$ cat config.mk
export PLATFORM = sky130hd
export DESIGN_NAME = mvv_lva_sorter_flat
export DESIGN_NICKNAME = d
export VERILOG_FILES = /design/src/rtl/chess_pkg.sv /design/src/rtl/mvv_lva_sorter_if.sv /design/src/rtl/mvv_lva_key.sv /design/src/rtl/mvv_lva_sorter.sv /design/src/flat_wrapper.sv
export SDC_FILE = /design/constraint.sdc
export NUM_CORES = 1
export LEC_CHECK = 0
export ABC_AREA = 1
export ABC_CLOCK_PERIOD_IN_PS = 4600
export CAP_MARGIN = 20
export CORE_MARGIN = 2
export CORE_UTILIZATION = 35
export CTS_BUF_LIST = sky130_fd_sc_hd__clkbuf_8
export DETAILED_ROUTE_END_ITERATION = 6
export GPL_ROUTABILITY_DRIVEN = 0
export PLACE_DENSITY = 0.54
export SYNTH_ARGS = -nofsm -noshare
export SYNTH_HDL_FRONTEND = slang
export SYNTH_HIERARCHICAL = 1
export SYNTH_SLANG_ARGS = --single-unit
$ cat constraint.sdc
create_clock -name clk -period 4.6 [get_ports clk]
set_input_delay 0.69 -clock clk [delete_from_list [all_inputs] [get_ports clk]]
set_output_delay 0.69 -clock clk [all_outputs]
set_load 0.03 [all_outputs]
$ cat src/rtl/chess_pkg.sv
// ---------------------------------------------------------------------------
// chess_pkg
// Shared definitions for the MVV-LVA move sorter: piece codes, move-word
// field offsets, move/key widths, the sorter FSM state type and small field
// extraction helpers.
// Move word (18 bits):
//   {from_x[2:0], from_y[2:0], to_x[2:0], to_y[2:0], attacker[2:0], victim[2:0]}
// ---------------------------------------------------------------------------
package chess_pkg;

  localparam int MOVE_W  = 18;
  localparam int KEY_W   = 6;
  localparam int PIECE_W = 3;

  // Piece codes
  localparam logic [PIECE_W-1:0] PIECE_EMPTY  = 3'd0;
  localparam logic [PIECE_W-1:0] PIECE_PAWN   = 3'd1;
  localparam logic [PIECE_W-1:0] PIECE_KNIGHT = 3'd2;
  localparam logic [PIECE_W-1:0] PIECE_BISHOP = 3'd3;
  localparam logic [PIECE_W-1:0] PIECE_ROOK   = 3'd4;
  localparam logic [PIECE_W-1:0] PIECE_QUEEN  = 3'd5;
  localparam logic [PIECE_W-1:0] PIECE_KING   = 3'd6;

  // Least-significant bit of each 3-bit field in the move word
  localparam int FROM_X_LSB   = 15;
  localparam int FROM_Y_LSB   = 12;
  localparam int TO_X_LSB     = 9;
  localparam int TO_Y_LSB     = 6;
  localparam int ATTACKER_LSB = 3;
  localparam int VICTIM_LSB   = 0;

  typedef logic [MOVE_W-1:0] move_t;
  typedef logic [KEY_W-1:0]  key_t;

  typedef enum logic [1:0] {
    ST_COLLECT = 2'd0,
    ST_SCAN    = 2'd1,
    ST_EMIT    = 2'd2
  } sorter_state_e;

  function automatic logic [PIECE_W-1:0] move_victim(input move_t m);
    return m[VICTIM_LSB +: PIECE_W];
  endfunction

  function automatic logic [PIECE_W-1:0] move_attacker(input move_t m);
    return m[ATTACKER_LSB +: PIECE_W];
  endfunction

endpackage

$ cat src/rtl/mvv_lva_sorter_if.sv
// ---------------------------------------------------------------------------
// mvv_lva_sorter_if
// Handshake bundle between the move generator, the sorter and the consumer.
//   in_valid/in_ready/in_move/in_last : move stream into the sorter
//   out_valid/out_ready/out_move/out_key : best-first move stream out
// Modports:
//   master : the environment (generator + consumer)
//   slave  : the sorter
// ---------------------------------------------------------------------------
interface mvv_lva_sorter_if;
  import chess_pkg::*;

  logic  in_valid;
  logic  in_ready;
  move_t in_move;
  logic  in_last;
  logic  out_valid;
  logic  out_ready;
  move_t out_move;
  key_t  out_key;

  modport master (
    output in_valid, in_move, in_last, out_ready,
    input  in_ready, out_valid, out_move, out_key
  );

  modport slave (
    input  in_valid, in_move, in_last, out_ready,
    output in_ready, out_valid, out_move, out_key
  );

endinterface

$ cat src/rtl/mvv_lva_key.sv
// ---------------------------------------------------------------------------
// mvv_lva_key
// Combinational MVV-LVA key: {victim, 7 - attacker}. Most valuable victim
// dominates; among equal victims the least valuable attacker wins.
//   move : 18-bit move word
//   key  : 6-bit unsigned key, larger is better
// ---------------------------------------------------------------------------
module mvv_lva_key
  import chess_pkg::*;
(
  input  move_t move,
  output key_t  key
);

  assign key = {move_victim(move), 3'd7 - move_attacker(move)};

endmodule

$ cat src/rtl/mvv_lva_sorter.sv
// ---------------------------------------------------------------------------
// mvv_lva_sorter
// Buffers the moves of one position, then repeatedly scans the buffer for the
// highest MVV-LVA key and emits that move until the buffer is empty.
// Ports:
//   clk    : clock, rising edge
//   reset  : asynchronous, active-low reset
//   bus    : mvv_lva_sorter_if.slave (in_* move stream, out_* best move)
//   abort  : synchronous discard of all buffered moves
//   count  : number of buffered moves
//   done   : one-cycle pulse when a position's move list is exhausted
// Parameter DEPTH: buffer slots, power of two in 2..64.
// Build option SORTER_CAPTURE_ONLY_EN: moves whose victim is EMPTY are
// accepted but not stored; in_last on such a move still ends collection.
// ---------------------------------------------------------------------------
module mvv_lva_sorter
  import chess_pkg::*;
#(
  parameter int DEPTH = 32
) (
  input  logic                   clk,
  input  logic                   reset,
  mvv_lva_sorter_if.slave        bus,
  input  logic                   abort,
  output logic [$clog2(DEPTH):0] count,
  output logic                   done
);

  localparam int IW = $clog2(DEPTH);
  localparam int CW = IW + 1;
  localparam logic [CW-1:0] FULL     = CW'(DEPTH);
  localparam logic [IW-1:0] LAST_IDX = IW'(DEPTH - 1);

  sorter_state_e    state, state_next;

  move_t            slot_move [DEPTH];
  logic [DEPTH-1:0] slot_valid;

  logic [IW-1:0]    scan_idx;
  logic [IW-1:0]    best_idx;
  key_t             best_key;
  logic             have_best;
  logic [IW-1:0]    emit_idx;
  move_t            out_move_q;
  key_t             out_key_q;

  logic             in_fire;
  logic             out_fire;
  logic             store;
  logic [CW-1:0]    count_after_store;
  move_t            scan_move;
  key_t             scan_key;
  logic             cand_better;
  logic [IW-1:0]    pick_idx;
  key_t             pick_key;

  assign bus.in_ready  = (state == ST_COLLECT) && (count < FULL);
  assign bus.out_valid = (state == ST_EMIT);
  assign bus.out_move  = out_move_q;
  assign bus.out_key   = out_key_q;

  assign in_fire  = bus.in_valid && bus.in_ready;
  assign out_fire = bus.out_valid && bus.out_ready;

`ifdef SORTER_CAPTURE_ONLY_EN
  assign store = in_fire && (move_victim(bus.in_move) != PIECE_EMPTY);
`else
  assign store = in_fire;
`endif

  assign count_after_store = count + CW'(store);

  // Scan comparator: one slot per cycle against the running best. Strict
  // greater-than keeps the earliest-arrived move on equal keys.
  assign scan_move = slot_move[scan_idx];

  mvv_lva_key u_scan_key (
    .move (scan_move),
    .key  (scan_key)
  );

  assign cand_better = slot_valid[scan_idx] && (!have_best || (scan_key > best_key));
  assign pick_idx    = cand_better ? scan_idx : best_idx;
  assign pick_key    = cand_better ? scan_key : best_key;

  // State register
  always_ff @(posedge clk or negedge reset) begin
    if (!reset) state <= ST_COLLECT;
    else        state <= state_next;
  end

  // Next-state logic
  always_comb begin
    // NOTE: default assigned first so every path drives state_next; a missed
    // branch would otherwise infer a latch.
    state_next = state;
    case (state)
      ST_COLLECT: begin
        // An in_last that leaves the buffer empty ends the position at once.
        if (in_fire && bus.in_last && (count_after_store != '0))
          state_next = ST_SCAN;
      end
      ST_SCAN: begin
        if (scan_idx == LAST_IDX) state_next = ST_EMIT;
      end
      ST_EMIT: begin
        if (out_fire) state_next = (count == CW'(1)) ? ST_COLLECT : ST_SCAN;
      end
      default: state_next = ST_COLLECT;
    endcase
    if (abort) state_next = ST_COLLECT;
  end

  // Control and bookkeeping registers
  always_ff @(posedge clk or negedge reset) begin
    if (!reset) begin
      // NOTE: sequential state uses non-blocking assignments so every register
      // samples pre-edge values regardless of statement order.
      count      <= '0;
      slot_valid <= '0;
      scan_idx   <= '0;
      best_idx   <= '0;
      best_key   <= '0;
      have_best  <= 1'b0;
      emit_idx   <= '0;
      out_move_q <= '0;
      out_key_q  <= '0;
      done       <= 1'b0;
    end else begin
      done <= 1'b0;
      if (abort) begin
        count      <= '0;
        slot_valid <= '0;
        scan_idx   <= '0;
        have_best  <= 1'b0;
      end else begin
        case (state)
          ST_COLLECT: begin
            if (in_fire) begin
              if (store) begin
                slot_valid[count[IW-1:0]] <= 1'b1;
                count                     <= count_after_store;
              end
              if (bus.in_last) begin
                scan_idx  <= '0;
                have_best <= 1'b0;
                if (count_after_store == '0) done <= 1'b1;
              end
            end
          end
          ST_SCAN: begin
            scan_idx  <= scan_idx + 1'b1;
            best_idx  <= pick_idx;
            best_key  <= pick_key;
            have_best <= have_best || cand_better;
            if (scan_idx == LAST_IDX) begin
              emit_idx   <= pick_idx;
              out_move_q <= slot_move[pick_idx];
              out_key_q  <= pick_key;
            end
          end
          ST_EMIT: begin
            if (bus.out_ready) begin
              slot_valid[emit_idx] <= 1'b0;
              count                <= count - CW'(1);
              scan_idx             <= '0;
              have_best            <= 1'b0;
              if (count == CW'(1)) done <= 1'b1;
            end
          end
          default: ;
        endcase
      end
    end
  end

  // NOTE: the move storage has no reset; slot_valid alone decides whether a
  // slot holds a live move, so stale contents are never observed.
  always_ff @(posedge clk) begin
    if (store && !abort) slot_move[count[IW-1:0]] <= bus.in_move;
  end

endmodule

$ cat src/flat_wrapper.sv
// flat-port wrapper written by rule: the top's interface ports become plain ports
module mvv_lva_sorter_flat import chess_pkg::*;
#(
  parameter int DEPTH = 32
)
  (clk, reset, abort, count, done, bus_in_valid, bus_in_move, bus_in_last, bus_out_ready, bus_in_ready, bus_out_valid, bus_out_move, bus_out_key);
  mvv_lva_sorter_if bus_i ();
  input  logic clk;
  input  logic reset;
  input  logic abort;
  output logic [$clog2(DEPTH):0] count;
  output logic done;
  input wire logic [$bits(bus_i.in_valid)-1:0] bus_in_valid;
  input wire logic [$bits(bus_i.in_move)-1:0] bus_in_move;
  input wire logic [$bits(bus_i.in_last)-1:0] bus_in_last;
  input wire logic [$bits(bus_i.out_ready)-1:0] bus_out_ready;
  output wire logic [$bits(bus_i.in_ready)-1:0] bus_in_ready;
  output wire logic [$bits(bus_i.out_valid)-1:0] bus_out_valid;
  output wire logic [$bits(bus_i.out_move)-1:0] bus_out_move;
  output wire logic [$bits(bus_i.out_key)-1:0] bus_out_key;
  assign bus_i.in_valid = bus_in_valid;
  assign bus_i.in_move = bus_in_move;
  assign bus_i.in_last = bus_in_last;
  assign bus_i.out_ready = bus_out_ready;
  assign bus_in_ready = bus_i.in_ready;
  assign bus_out_valid = bus_i.out_valid;
  assign bus_out_move = bus_i.out_move;
  assign bus_out_key = bus_i.out_key;
  mvv_lva_sorter #(.DEPTH(DEPTH)) u_core (.clk(clk), .reset(reset), .bus(bus_i), .abort(abort), .count(count), .done(done));
endmodule
Yosys cells after proc, flatten, opt, wreduce, memory -nomap -nowiden
Memories as Yosys holds them, arrays and structs flattened. A register that Yosys moved wholly into a read port is not among the register bits.
Cells that the tools add are included.
- flip-flop bits (word level): 69
- memory bits (writable): 576
- logic and storage cells: 101
- memories: 1
- memories (name ; depth ; bits a word ; read ports ; clocked after Yosys merged registers in ; wr ports ; line ; RTL):
    u_core.slot_move ; 32 ; 18 ; 2 ; 1 ; 1 ; mvv_lva_sorter.sv:36 ; move_t slot_move [DEPTH];
- $add $sub $neg: 4
- order comparisons: 7
- eq/ne operators: 10
- mux-type cells: 41
- bitwise operators: 4
- reduce and logical (&&, ||, !) cells: 24
- operators with widths (cell ; count):
    32-bit two-way mux ; 3
    32-bit case mux with 2 select lines ; 1
    32-bit AND ; 1
    32-bit inverter ; 1
    32-bit OR ; 1
    5-bit two-way mux ; 5
    6-bit two-way mux ; 4
    5-bit by 6-bit < comparator with 1-bit output (second input constant) ; 3
    1-bit two-way mux ; 16
    5-bit case mux with 3 select lines ; 1
    3-bit inequality test (second input constant) ; 4
    6-bit case mux with 2 select lines ; 1
    1-bit demux with 5-bit select ; 2
    5-bit by 1-bit greater-or-equal comparator with 1-bit output (second input constant) ; 2
    1-bit logical AND ; 9
    3-bit AND reduction ; 3
    2-bit two-way mux ; 4
    6-bit by 1-bit adder with 6-bit output ; 1
    6-bit by 1-bit == test with 1-bit output (second input constant) ; 1
    6-bit greater-than comparator ; 1
    6-bit logical NOT ; 1
    6-bit < comparator (second input constant) ; 1
    3-bit by 2-bit inequality test with 1-bit output (second input constant) ; 2
    2-bit case mux with 3 select lines ; 1
    18 further kinds ; 21

Logic depth before layout (Yosys ltp)
- depth after elaboration: 10
- gate-level depth with buffers: 34
- gate-level depth less buffers: 26

Hierarchy
Netlist, hierarchy kept.
- by module, submodules not included (module ; times used ; cells an instance ; area an instance (µm²) ; seq. area each (µm²)):
    mvv_lva_sorter ; 1 ; 4055 ; 34715.8 ; 19473.7
    mvv_lva_key ; 1 ; 6 ; 33.8 ; 0.0

Worst setup path after synthesis
OpenSTA, ideal clock, no wires.
- path kind: reg2reg
- start: reg u_core.scan_idx[0]
- end: reg u_core.out_move_q[3] (netlist: u_core/bus.out_move[3]) (read register of u_core.slot_move)
- library setup time: 0.124 ns
- data arrival time: 4.164 ns
- data required time: 4.476 ns
- slack: 0.312 ns
- cell stages (with the launch flop): 32
- buffers on the path: 9
- period minus slack after synthesis: 4.288 ns
- cells stage by stage: dfrtp_1 buf_4 buf_6 buf_2 buf_2 clkbuf_1 clkbuf_1 nand2_1 o21ai_0 o22ai_1 a32o_1 o31ai_1 inv_1 buf_4 ha_1 nand2_1 nor2_1 o21ai_0 nand3_1 nand2_1 nand2_1 nand4_2 nand2_2 buf_2 buf_2 nand2_1 nand3_1 nand3_1 nand3_1 nand2_1 nand2_1 nand3_1
- RTL lines (item ; line ; RTL):
    start: declaration ; mvv_lva_sorter.sv:39 ; logic [IW-1:0] scan_idx;
    start signal: assignment ; mvv_lva_sorter.sv:152 ; scan_idx <= scan_idx + 1'b1;
    memory read 32 x 18 bit ; n/a ;
    named net u_core.scan_move[2] ; mvv_lva_sorter.sv:51 ; move_t scan_move;
    6-bit greater-than comparator ; mvv_lva_sorter.sv:82 ; assign cand_better = slot_valid[scan_idx] && (!have_best || (scan_key > best_key));
    1-bit logical OR ; mvv_lva_sorter.sv:82 ;
    1-bit logical AND ; mvv_lva_sorter.sv:82 ;
    5-bit two-way mux ; mvv_lva_sorter.sv:83 ; assign pick_idx = cand_better ? scan_idx : best_idx;
    end: declaration ; mvv_lva_sorter.sv:44 ; move_t out_move_q;
The timed path passes the listed nets, and every way through them passes these cells. The select of a mux whose other input is x is not followed.
A chain may end at the register's enable or synchronous reset.

Final worst setup path
- start: reg u_core.scan_idx[0]
- end: reg u_core.out_move_q[8] (netlist: u_core/bus.out_move[8]) (read register of u_core.slot_move)
Same word-level chain as after synthesis.

==> metrics.txt <==
Slew headroom a little over two fifths; TritonRoute pass-1 iters 6; worst hold slack 0.0433 ns; vias in the first global route 23.4k; syn nets between 3k and 4k; worst slew pin tran roughly 0.86 ns; Placed Instances roughly 4.6k; pre-CTS WS approximately 0.023 ns; # nets final 3626; clock-pin slew on the worst setup and hold paths approximately 0.06 ns; grt total ovfl 0; critical path class flop to flop; initial DRC count between 2k and 3k; non-filler cells, final between 4k and 5k; critical path's largest stage delay 0.57 ns; wirelength, routed about 100000 microns; Die H approximately 310 microns; DR vias 24.7k; dpl cell area 0.0347 sq mm; P&R area growth vs syn 18.4%; setup ws final 0.126 ns; CP arrival between 5 and 6 ns; Core Util, Final about two fifths; Final min period between 4 and 5 ns; clk buf depth 3; synth warn 6; first-pass GRT wire length 149000 microns; PwrDens 752 mW/mm^2; antenna violations before repair 2; fin area around 0.038 sq mm; worst path required time approximately 5.2 ns; Hold Path Class primary input to async pin; htree depth 3; core area roughly 0.09 sq mm; syn_area_per_cell 9.17 sq um; Buffers on Ports 56; Slowest-stage cell, CP dfrtp_4; Root Buffer Master clkbuf_8; most frequent cell on the critical path nand2_1; dpl hpwl roughly 59000 microns; Mapped Cells between 3k and 4k; # rows 110; # DRC 0; Initial Utilization 35.4%; DIE AREA approximately 0.094 sq mm; Vias/cell 5.09; Die W roughly 300 microns; Post-Syn Area ~0.032 sq mm; Max-Cap Viols 0; routed length per placed instance around 21 microns; TritonCTS clock tree done; Worst Setup Start Kind flop; leakage power around 16 nW; Final Hold Viols 0; CP max FO 15; CTS Hold Bufs 0; gr usage total a little over a fifth; largest net degree at the start of global routing 73; clock latency on the worst-skew pair slightly below 0.8 ns; status finished, final reports clean; Critical Path Sink Type flop; antenna-violating nets left 0; fraction of layout cells with a size suffix above 1 roughly an eighth; pins over their slew limit 0; Worst Skew 0.0549 ns; total CTS buffers 110; IR drop worst, VDD between 0.0005 and 0.0006 V; Tcrit/Tclk final a little over nine tenths; setup violation total in the final timing report 0; Peak Freq approximately 0.22 GHz; I/O Pins 57; Sink Count approximately 660
-- sequential cells by signal, summed over array words and instances (netlist names), 5 cells and up --
register / count
u_core/slot_move: 576
u_core/best_idx: 5
u_core/emit_idx: 5
u_core/scan_idx: 5
u_core/slot_valid: 32
u_core/count: 6
u_core/best_key: 6
u_core/bus.out_key: 6
u_core/bus.out_move: 18
-- routing by layer --
| metal | routed length (microns) | track usage, % |
|---|---|---|
| met5 | 13 | 0 |
| met4 | 3360 | 7.48 |
| met3 | 8020 | 3.40 |
| met2 | 47600 | 33.8 |
| met1 | 45100 | 29.3 |
-- metrics by stage --
stage | setup TNS, ns | power [W]
after floorplan | 0 | 0.0158
after detailed placement | 0 | 0.0213
after global routing | -0.571 | 0.0300
after CTS | 0 | 0.0267
final | 0 | 0.0284
after global placement | 0 | 0.0213
-- timing repair --
action	4_1_cts	5_1_grt
buffers inserted	0	23
resized for setup	0	42
setup endpoints to repair	0	18
-- placed cells by master (no fill, tap or decap), types with 3 or more instances in the layout --
master	count
ha_1	15
nand2_8	3
clkdlybuf4s50_1	55
nor2_1	55
a32o_1	5
nand2_2	11
nand3_1	620
buf_12	41
o21ai_4	4
o31ai_1	3
a21oi_1	120
a31oi_1	31
o21ai_0	167
clkbuf_16	12
inv_1	686
dfrtp_1	85
buf_16	7
buf_4	147
o21ai_1	9
nor3_1	4
clkinv_2	20
nand2_1	756
clkinv_1	21
o22ai_1	14
nand3_2	5
clkbuf_8	134
xor2_1	4
nand4_1	7
edfxtp_1	576
nor2_2	5
nor3_2	31
buf_6	6
-- where the power goes --
group | switching [W] | total, W | internal, W
Combinational | 0.0103 | 0.0163 | 0.00595
Sequential | 0.000116 | 0.00680 | 0.00668
Clock | 0.00255 | 0.00532 | 0.00277
-- final cells by class --
cell class	count	area, sq um
clock inverters	76	412
inverters	660	2490
clock buffers	134	1840
multi-input cells	1882	8990
well taps	1176	1470
repair inverters	1	8.76
repair buffers	269	3050
flip-flops and latches	663	19500
diodes	1	2.50
fillers	8775	52400
-- worst paths after layout --
kind                                       startpoint                     end  slack, ns  cells after the start
worst max register to register     u_core/scan_idx[0]  u_core/bus.out_move[8]       0.13                     28
min in group clk                u_core/bus.out_key[3]   u_core/bus.out_key[3]       0.48                      2
worst min register to register  u_core/bus.out_key[3]   u_core/bus.out_key[3]       0.48                      2
worst max-delay path               u_core/scan_idx[0]  u_core/bus.out_move[8]       0.13                     28
worst min-delay path                            reset  u_core/bus.out_move[4]       0.04                      1
max in group asynchronous                       reset   u_core/slot_valid[15]       3.47                      2
-- worst max-delay path, delay by kind of cell (launching register included) --
family | cells | cell delay, ns
adders and majority gates | 1 | 0.27
and+or+nand+nor | 17 | 2.05
DFF | 1 | 0.57
buffers and inverters | 7 | 1.01
AOI/OAI and AO/OA | 3 | 0.45
No activity file was read; power rests on OpenSTA's default activity.
